## src/rtl/irq_controller.sv

```systemverilog
// N-channel interrupt controller: synchronise, latch, mask and encode requests.
// Latency: irq_in sampled at edge E0 -> edge pending bit after E2; level bit after E1.
// No backpressure: strobes act on the edge they are sampled, outputs are registers or comb of registers.
module irq_controller #(
  parameter int N_IRQ  = 8,
  parameter int IDX_W  = $clog2(N_IRQ),
  parameter int VEC_W  = 8,
  parameter bit ROTATE = 1'b0
) (
  input  logic              clk,
  input  logic              arst,
  input  logic [N_IRQ-1:0]  irq_in,
  input  logic [N_IRQ-1:0]  level_mode,
  input  logic [N_IRQ-1:0]  masks_in,
  input  logic              masks_wrt_n,
  input  logic              vector_wrt_n,
  input  logic              int_ack,
  input  logic              clear_all,
  input  logic              int_enable,
  output logic [N_IRQ-1:0]  irq_status,
  output logic [N_IRQ-1:0]  irq_masks,
  output logic [VEC_W-1:0]  irq_vector,
  output logic              int_pending
);

  localparam int PW = IDX_W + 1;

  logic [N_IRQ-1:0] s1_q, s2_q, s3_q;
  logic [N_IRQ-1:0] edge_q, edge_d;
  logic [N_IRQ-1:0] masks_q, masks_d;
  logic [VEC_W-1:0] vec_q, vec_d;
  logic [IDX_W-1:0] ptr_q, ptr_d;

  logic [N_IRQ-1:0] rise;
  logic [N_IRQ-1:0] masked;
  logic [N_IRQ-1:0] ack_hit;
  logic [IDX_W-1:0] lat_idx;
  logic [IDX_W-1:0] win_idx;
  logic [PW-1:0]    pos_w;

  // Third synchroniser stage only serves edge detection.
  assign rise    = s2_q & ~s3_q;
  assign lat_idx = vec_q[IDX_W:1];

  // Level channels follow the synchronised line; edge channels read their latch.
  assign irq_status  = (level_mode & s2_q) | (~level_mode & edge_q);
  assign irq_masks   = masks_q;
  assign irq_vector  = vec_q;
  assign masked      = irq_status & masks_q;
  assign int_pending = (|masked) & int_enable;

  // Decode acknowledge against the latched index, never the live winner.
  always_comb begin
    ack_hit = '0;
    for (int i = 0; i < N_IRQ; i++) begin
      ack_hit[i] = int_ack && (lat_idx == IDX_W'(i));
    end
  end

  // Edge latches: clear_all beats a new rise, a new rise beats its own ack.
  always_comb begin
    if (clear_all) begin
      edge_d = '0;
    end else begin
      edge_d = (rise | (edge_q & ~ack_hit)) & ~level_mode;
    end
  end

  // Priority search; iterating from the far end leaves the first hit in search order.
  always_comb begin
    win_idx = '0;
    pos_w   = '0;
    for (int i = N_IRQ - 1; i >= 0; i--) begin
      pos_w = (ROTATE ? {1'b0, ptr_q} : '0) + PW'(i);
      if (pos_w >= PW'(N_IRQ)) begin
        pos_w = pos_w - PW'(N_IRQ);
      end
      if (masked[pos_w[IDX_W-1:0]]) begin
        win_idx = pos_w[IDX_W-1:0];
      end
    end
  end

  // Mask write, vector latch and rotation pointer next state; encoder sees the old masks.
  always_comb begin
    masks_d = masks_q;
    if (!masks_wrt_n) begin
      masks_d = masks_in;
    end
    vec_d = vec_q;
    if (!vector_wrt_n) begin
      vec_d          = '0;
      vec_d[IDX_W:1] = win_idx;
    end
    ptr_d = ptr_q;
    if (ROTATE && int_ack) begin
      ptr_d = (lat_idx == IDX_W'(N_IRQ - 1)) ? '0 : lat_idx + 1'b1;
    end
  end

  // State registers; reset clears everything, including in-flight synchroniser bits.
  always_ff @(posedge clk) begin
    if (arst) begin
      s1_q    <= '0;
      s2_q    <= '0;
      s3_q    <= '0;
      edge_q  <= '0;
      masks_q <= '0;
      vec_q   <= '0;
      ptr_q   <= '0;
    end else begin
      s1_q    <= irq_in;
      s2_q    <= s1_q;
      s3_q    <= s2_q;
      edge_q  <= edge_d;
      masks_q <= masks_d;
      vec_q   <= vec_d;
      ptr_q   <= ptr_d;
    end
  end

endmodule

```

## config.mk

```make
export PLATFORM = sky130hd
export DESIGN_NAME = irq_controller
export DESIGN_NICKNAME = d
export VERILOG_FILES = /design/src/rtl/irq_controller.sv
export SDC_FILE = /design/constraint.sdc
export NUM_CORES = 1
export LEC_CHECK = 0
export BUFFER_PORTS_ARGS = -buffer_cell sky130_fd_sc_hd__buf_4
export CAP_MARGIN = 20
export CORE_ASPECT_RATIO = 1.75
export CORE_MARGIN = 10
export CORE_UTILIZATION = 29
export DETAILED_ROUTE_END_ITERATION = 8
export PLACE_DENSITY = 0.56
export SETUP_SLACK_MARGIN = 0.05
export SLEW_MARGIN = 0
export SYNTH_ARGS = -nofsm -noshare
export SYNTH_HDL_FRONTEND = slang
export SYNTH_SLANG_ARGS = --single-unit
```

## constraint.sdc

```tcl
create_clock -name clk -period 2 [get_ports clk]
set_input_delay 0.3 -clock clk [delete_from_list [all_inputs] [get_ports clk]]
set_output_delay 0.3 -clock clk [all_outputs]
set_load 0.005 [all_outputs]
```

* Word level (Yosys, flattened, before mapping)
Cells that the tools add are included.
** Word-level totals
- Memories kept :: 0
- Register bits after elaboration :: 43
- Output and inout bits :: 25
- Bits in writable memories :: 0
- Input bits :: 31
- Bits in latches :: 0
- Word-level logic and storage cells :: 44
- Bits in read-only memories :: 0
** Cells by class
- Muxes and demuxes :: 8
- Reductions and logical operators :: 11
- Order comparisons :: 0
- Shift-type cells :: 0
- $mul :: 0
- Div/mod/pow operators :: 0
- Bitwise operators :: 12
- $add $sub $neg :: 0
- Eq/ne operators :: 7
** Operator list (number)
- bitwise AND 8 bit :: 6
- two-way mux 3 bit :: 8
- NOT 8 bit :: 3
- bitwise OR 8 bit :: 2
- == test 3 bit (second input constant) :: 4
- logical AND 1 bit :: 8
- OR reduction 8 bit :: 1
- == test 3 x 2 -> 1 bit (second input constant) :: 2
- == test 3 x 1 -> 1 bit (second input constant) :: 1
- logical NOT 3 bit :: 1
- OR reduction 2 bit :: 1
- bitwise AND 1 bit :: 1

* Depth between registers and ports, before layout
- Depth after elaboration :: 12
- Depth in mapped cells :: 5

* Worst setup path before layout
Ideal clock, no wire load.
- Path type :: input -> output
- From :: in level_mode[5]
- To :: out int_pending
- Data arrival time :: 1.151 ns
- Required time :: 1.700 ns
- Cell stages on the path :: 4
- Path slack :: 0.549 ns
- Cell sequence :: mux2_4 a22o_1 nand2b_4 o21a_1
** On the way
- Cells in the longest elaborated chain, start to end :: 6
- Elaborated cells between the ends (all ways) :: 7
** RTL lines
- start, declared :: line 13 : input logic [N_IRQ-1:0] level_mode,
- NOT 8 bit :: line 46 : assign irq_status = (level_mode & s2_q) | (~level_mode & edge_q);
- bitwise AND 8 bit :: line 46
- bitwise OR 8 bit (*) :: line 46
- bitwise AND 8 bit (*) :: line 49 : assign masked = irq_status & masks_q;
- OR reduction 8 bit (*) :: line 50 : assign int_pending = (|masked) & int_enable;
- bitwise AND 1 bit (*) :: line 50
- end, declared :: line 23 : output logic int_pending
Every way passes the cells marked *; elsewhere a longest branch is shown, timed or not.

* Final worst setup path
- From :: reg edge_q[5]
- To :: out int_pending
** On the way
- Cells in the longest elaborated chain, start to end :: 5
** RTL lines
- start, declared :: line 29 : logic [N_IRQ-1:0] edge_q, edge_d;
- start signal, assigned :: line 115 : edge_q <= edge_d;
- bitwise AND 8 bit :: line 46
- bitwise OR 8 bit :: line 46
- bitwise AND 8 bit :: line 49
- OR reduction 8 bit :: line 50
- bitwise AND 1 bit :: line 50
No other way between the ends.

==> key figures <==
Die
  • Die outline width: 77.2 µm
  • Number of placed I/O pins: 56
  • Chip height: 120 µm
  • Standard-cell row count: 36
  • Effective utilization at floorplan: 0.297
  • Core area: 0.00559 mm²
  • Area enclosed by the die boundary: 0.00927 mm²

Global routing
  • GRT Total Usage: 0.0898
  • Pin count of the biggest net entering global routing: 36
  • Residual overflow from global routing: 0
  • Vias in the first global route: 1288
  • Initial antenna violation count: 0
  • Global-route wire length before repair: 6560 µm

Critical path
  • Crit path launch type: register
  • Critical path endpoint category: output port
  • CP Data Arrival Time: 1.58 ns
  • Max Fanout on Critical Path: 3
  • Required arrival time at the worst endpoint: 1.70 ns
  • Setup CP Type: register to output port

Timing
  • Final hold violation count: 0
  • Fin crit share: 0.941
  • Post-Route Skew: 0.00310 ns
  • Slew Viols, Final: 0
  • Peak clock frequency supported by timing: 0.532 GHz
  • Setup repair after global routing missed its margin: no
  • Post-layout minimum cycle time: 1.88 ns
  • Final number of setup-violating endpoints: 0
  • Final-layout setup total negative slack: 0 ns

Min path
  • Min-Delay Path Class: input port to register

Logic synthesis
  • Top FF cell, synth: sky130_fd_sc_hd__dfxtp_1
  • Area of the mapped netlist: 0.00166 mm²
  • Number of synthesized register bits: 43
  • Number of enable-type register cells in the synthesized netlist: 0
  • Synth Area per Inst: 10.2 µm²
  • Async SR Flop Fraction: 0
  • Yosys warning count: 0
  • Number of instances in the synthesized netlist: 162
  • Cell variety after synth: 34
  • Sequential element share of the synthesized area: 0.518

Finish
  • Layout filler cell count: 606
  • Layout cells sized above 1: 0.352
  • Synthesis-to-layout area growth: 33.4%
  • Fraction of the core area covered by cells at the end of the flow: 0.397
  • Antenna Cells: 0
  • Post-layout nets: 246
  • Non-Filler Instances: 292

Drt
  • Via Count: 1305
  • Detailed router's first-iteration violation count: 70
  • Antenna Nets Post-Route: 0
  • Average routed wire per standard cell: 14.3 µm
  • Remaining DRCs: 0
  • Total Routed Length: 4180 µm
  • Iteration count of the initial detailed-routing pass: 4
  • Average vias per placed instance: 4.47

Clock network
  • Number of buffers added to fix hold violations after cts: 0
  • Total number of clock tree sinks: 43
  • Depth of the CTS H-tree: 2
  • TritonCTS clock tree: yes
  • Clock latency on the worst-skew pair: 0.29 ns
  • Root buffer cell: sky130_fd_sc_hd__clkbuf_8
  • Clock-pin slew on the worst setup and hold paths: 0.08 ns
  • CTS Buf Count: 5
  • Maximum number of buffers from clock root to sink: 2

Pwr
  • Overall power consumption: 0.00167 W
  • VDD IR max: 300 µV
  • Leakage: 0.978 nW
  • Areal power density over the cells: 756 mW/mm²

Flow run
  • Max-cap violations: 0

Place
  • Gp weighted congestion: 0.731
  • Dpl cells: 282
  • Total of buffers placed on input and output ports: 50
  • Placed wire-length estimate: 3170 µm

Run status
  • Run status: completed
-- where the power goes --
group	internal, W	switching [W]
combinational	0.0000981	0.0000680
sequential	0.000887	0.0000212
clock	0.000315	0.000284
total	0.00130	0.000373
-- logic make-up after synthesis --
kind of cell | Yosys count | synth area share
simple gates | 68 | 0.228
flops | 43 | 0.518
compound gates | 22 | 0.103
mux | 16 | 0.109
buf+inv | 12 | 0.0392
other cells | 1 | 0.00226
-- critical path, stage by stage (launching register included) --
cell and delay, ns:
sky130_fd_sc_hd__dfxtp_2 0.33, sky130_fd_sc_hd__mux2_4 0.28, sky130_fd_sc_hd__a22o_1 0.23, sky130_fd_sc_hd__nand2b_4 0.14
sky130_fd_sc_hd__o21a_1 0.18, sky130_fd_sc_hd__buf_4 0.13
-- cells in the mapped netlist, types with 2 or more instances --
master | n | area share
sky130_fd_sc_hd__nand3_1 | 4 | 0.012
sky130_fd_sc_hd__a22oi_2 | 2 | 0.015
sky130_fd_sc_hd__a22o_1 | 2 | 0.011
sky130_fd_sc_hd__dfxtp_1 | 43 | 0.52
sky130_fd_sc_hd__nor2_1 | 9 | 0.020
sky130_fd_sc_hd__inv_1 | 2 | 0.0045
sky130_fd_sc_hd__mux2_4 | 3 | 0.027
sky130_fd_sc_hd__mux2_2 | 4 | 0.027
sky130_fd_sc_hd__clkbuf_1 | 4 | 0.0090
sky130_fd_sc_hd__buf_4 | 5 | 0.023
sky130_fd_sc_hd__nor3_1 | 7 | 0.021
sky130_fd_sc_hd__nand2_1 | 7 | 0.016
sky130_fd_sc_hd__mux2i_1 | 9 | 0.054
sky130_fd_sc_hd__a21oi_1 | 7 | 0.021
sky130_fd_sc_hd__nor2b_1 | 35 | 0.13
-- sequential cells by signal, summed over array words and instances, names as in the netlist --
signal and cells:
edge_q 8, s1_q 8, irq_masks 8, s3_q 8
irq_vector 3, s2_q 8
-- final cells by class --
| type | count | area, µm² | share of cell area |
|---|---|---|---|
| timing repair buffer | 52 | 390 | 0.176 |
| tap | 76 | 95.1 | 0.0429 |
| sequential | 43 | 865 | 0.390 |
| inverter | 2 | 7.51 | 0.00339 |
| clock buffer | 8 | 100 | 0.0452 |
| multi-input combinational | 111 | 757 | 0.342 |
-- what timing repair did --
action	CTS	global route
gates resized for setup	0	5
setup endpoints to repair	0	1
setup buffers	0	2
-- path summary, 6_finish.rpt --
kind	startpoint	to	slack, ns	cells past startpoint
max	edge_q[5]	int_pending	0.12	5
min	level_mode[5]	edge_q[5]	0.17	2
max reg2reg	s2_q[6]	irq_vector[2]	0.68	5
min reg2reg	s1_q[6]	s2_q[6]	0.44	1
-- cells in the final DEF, fill, tap and decap left out --
| master | instances |
|---|---|
| sky130_fd_sc_hd__buf_4 | 52 |
| sky130_fd_sc_hd__dfxtp_1 | 40 |
| sky130_fd_sc_hd__nor2b_1 | 35 |
| sky130_fd_sc_hd__nor2_1 | 9 |
| sky130_fd_sc_hd__mux2i_1 | 8 |
| sky130_fd_sc_hd__nand2_1 | 7 |
| sky130_fd_sc_hd__a21oi_1 | 7 |
| sky130_fd_sc_hd__nor3_1 | 7 |
| sky130_fd_sc_hd__clkbuf_8 | 7 |
| sky130_fd_sc_hd__conb_1 | 5 |
| sky130_fd_sc_hd__mux2_4 | 4 |
| sky130_fd_sc_hd__nand3_1 | 4 |
| sky130_fd_sc_hd__mux2_2 | 3 |
| sky130_fd_sc_hd__dfxtp_2 | 3 |
| sky130_fd_sc_hd__inv_1 | 2 |
| sky130_fd_sc_hd__a22o_1 | 2 |
| sky130_fd_sc_hd__a22oi_2 | 2 |
| sky130_fd_sc_hd__mux2i_2 | 1 |
| sky130_fd_sc_hd__nand2b_4 | 1 |
| sky130_fd_sc_hd__o21a_1 | 1 |
| sky130_fd_sc_hd__or2_2 | 1 |
| sky130_fd_sc_hd__nand2b_1 | 1 |
| sky130_fd_sc_hd__o31ai_1 | 1 |
| sky130_fd_sc_hd__a211oi_1 | 1 |
| sky130_fd_sc_hd__nand4_1 | 1 |
| sky130_fd_sc_hd__a211oi_2 | 1 |
| sky130_fd_sc_hd__and2_1 | 1 |
| sky130_fd_sc_hd__a32o_1 | 1 |
| sky130_fd_sc_hd__o21ai_0 | 1 |
| sky130_fd_sc_hd__and2_0 | 1 |
| sky130_fd_sc_hd__a22oi_1 | 1 |
| sky130_fd_sc_hd__o211ai_1 | 1 |
| sky130_fd_sc_hd__a222oi_1 | 1 |
| sky130_fd_sc_hd__a32o_2 | 1 |
| sky130_fd_sc_hd__a21o_1 | 1 |
| sky130_fd_sc_hd__clkbuf_1 | 1 |
-- stage by stage --
stage / worst slack, ns / cell area, µm² / hold slack, ns
6_report: 0.119 / 2210 / 0.173
3_5_place_dp: 0.254 / 2090 / 0.422
2_1_floorplan: 0.549 / 1680 / 0.372
5_1_grt: 0.0379 / 2210 / 0.160
3_3_place_gp: 0.263 / 2090 / 0.421
4_1_cts: 0.0528 / 2190 / 0.160
-- metal layers --
layer,wire (µm),up-vias,part of all wire,GRT usage
met2,2180,40,0.52,0.154
met4,87,0,0.021,0.0516
met1,1650,609,0.39,0.0919
met3,261,7,0.062,0.0314
met5,0,-,0,0
li1,-,649,-,-
Power figures use the tool's default switching activity.
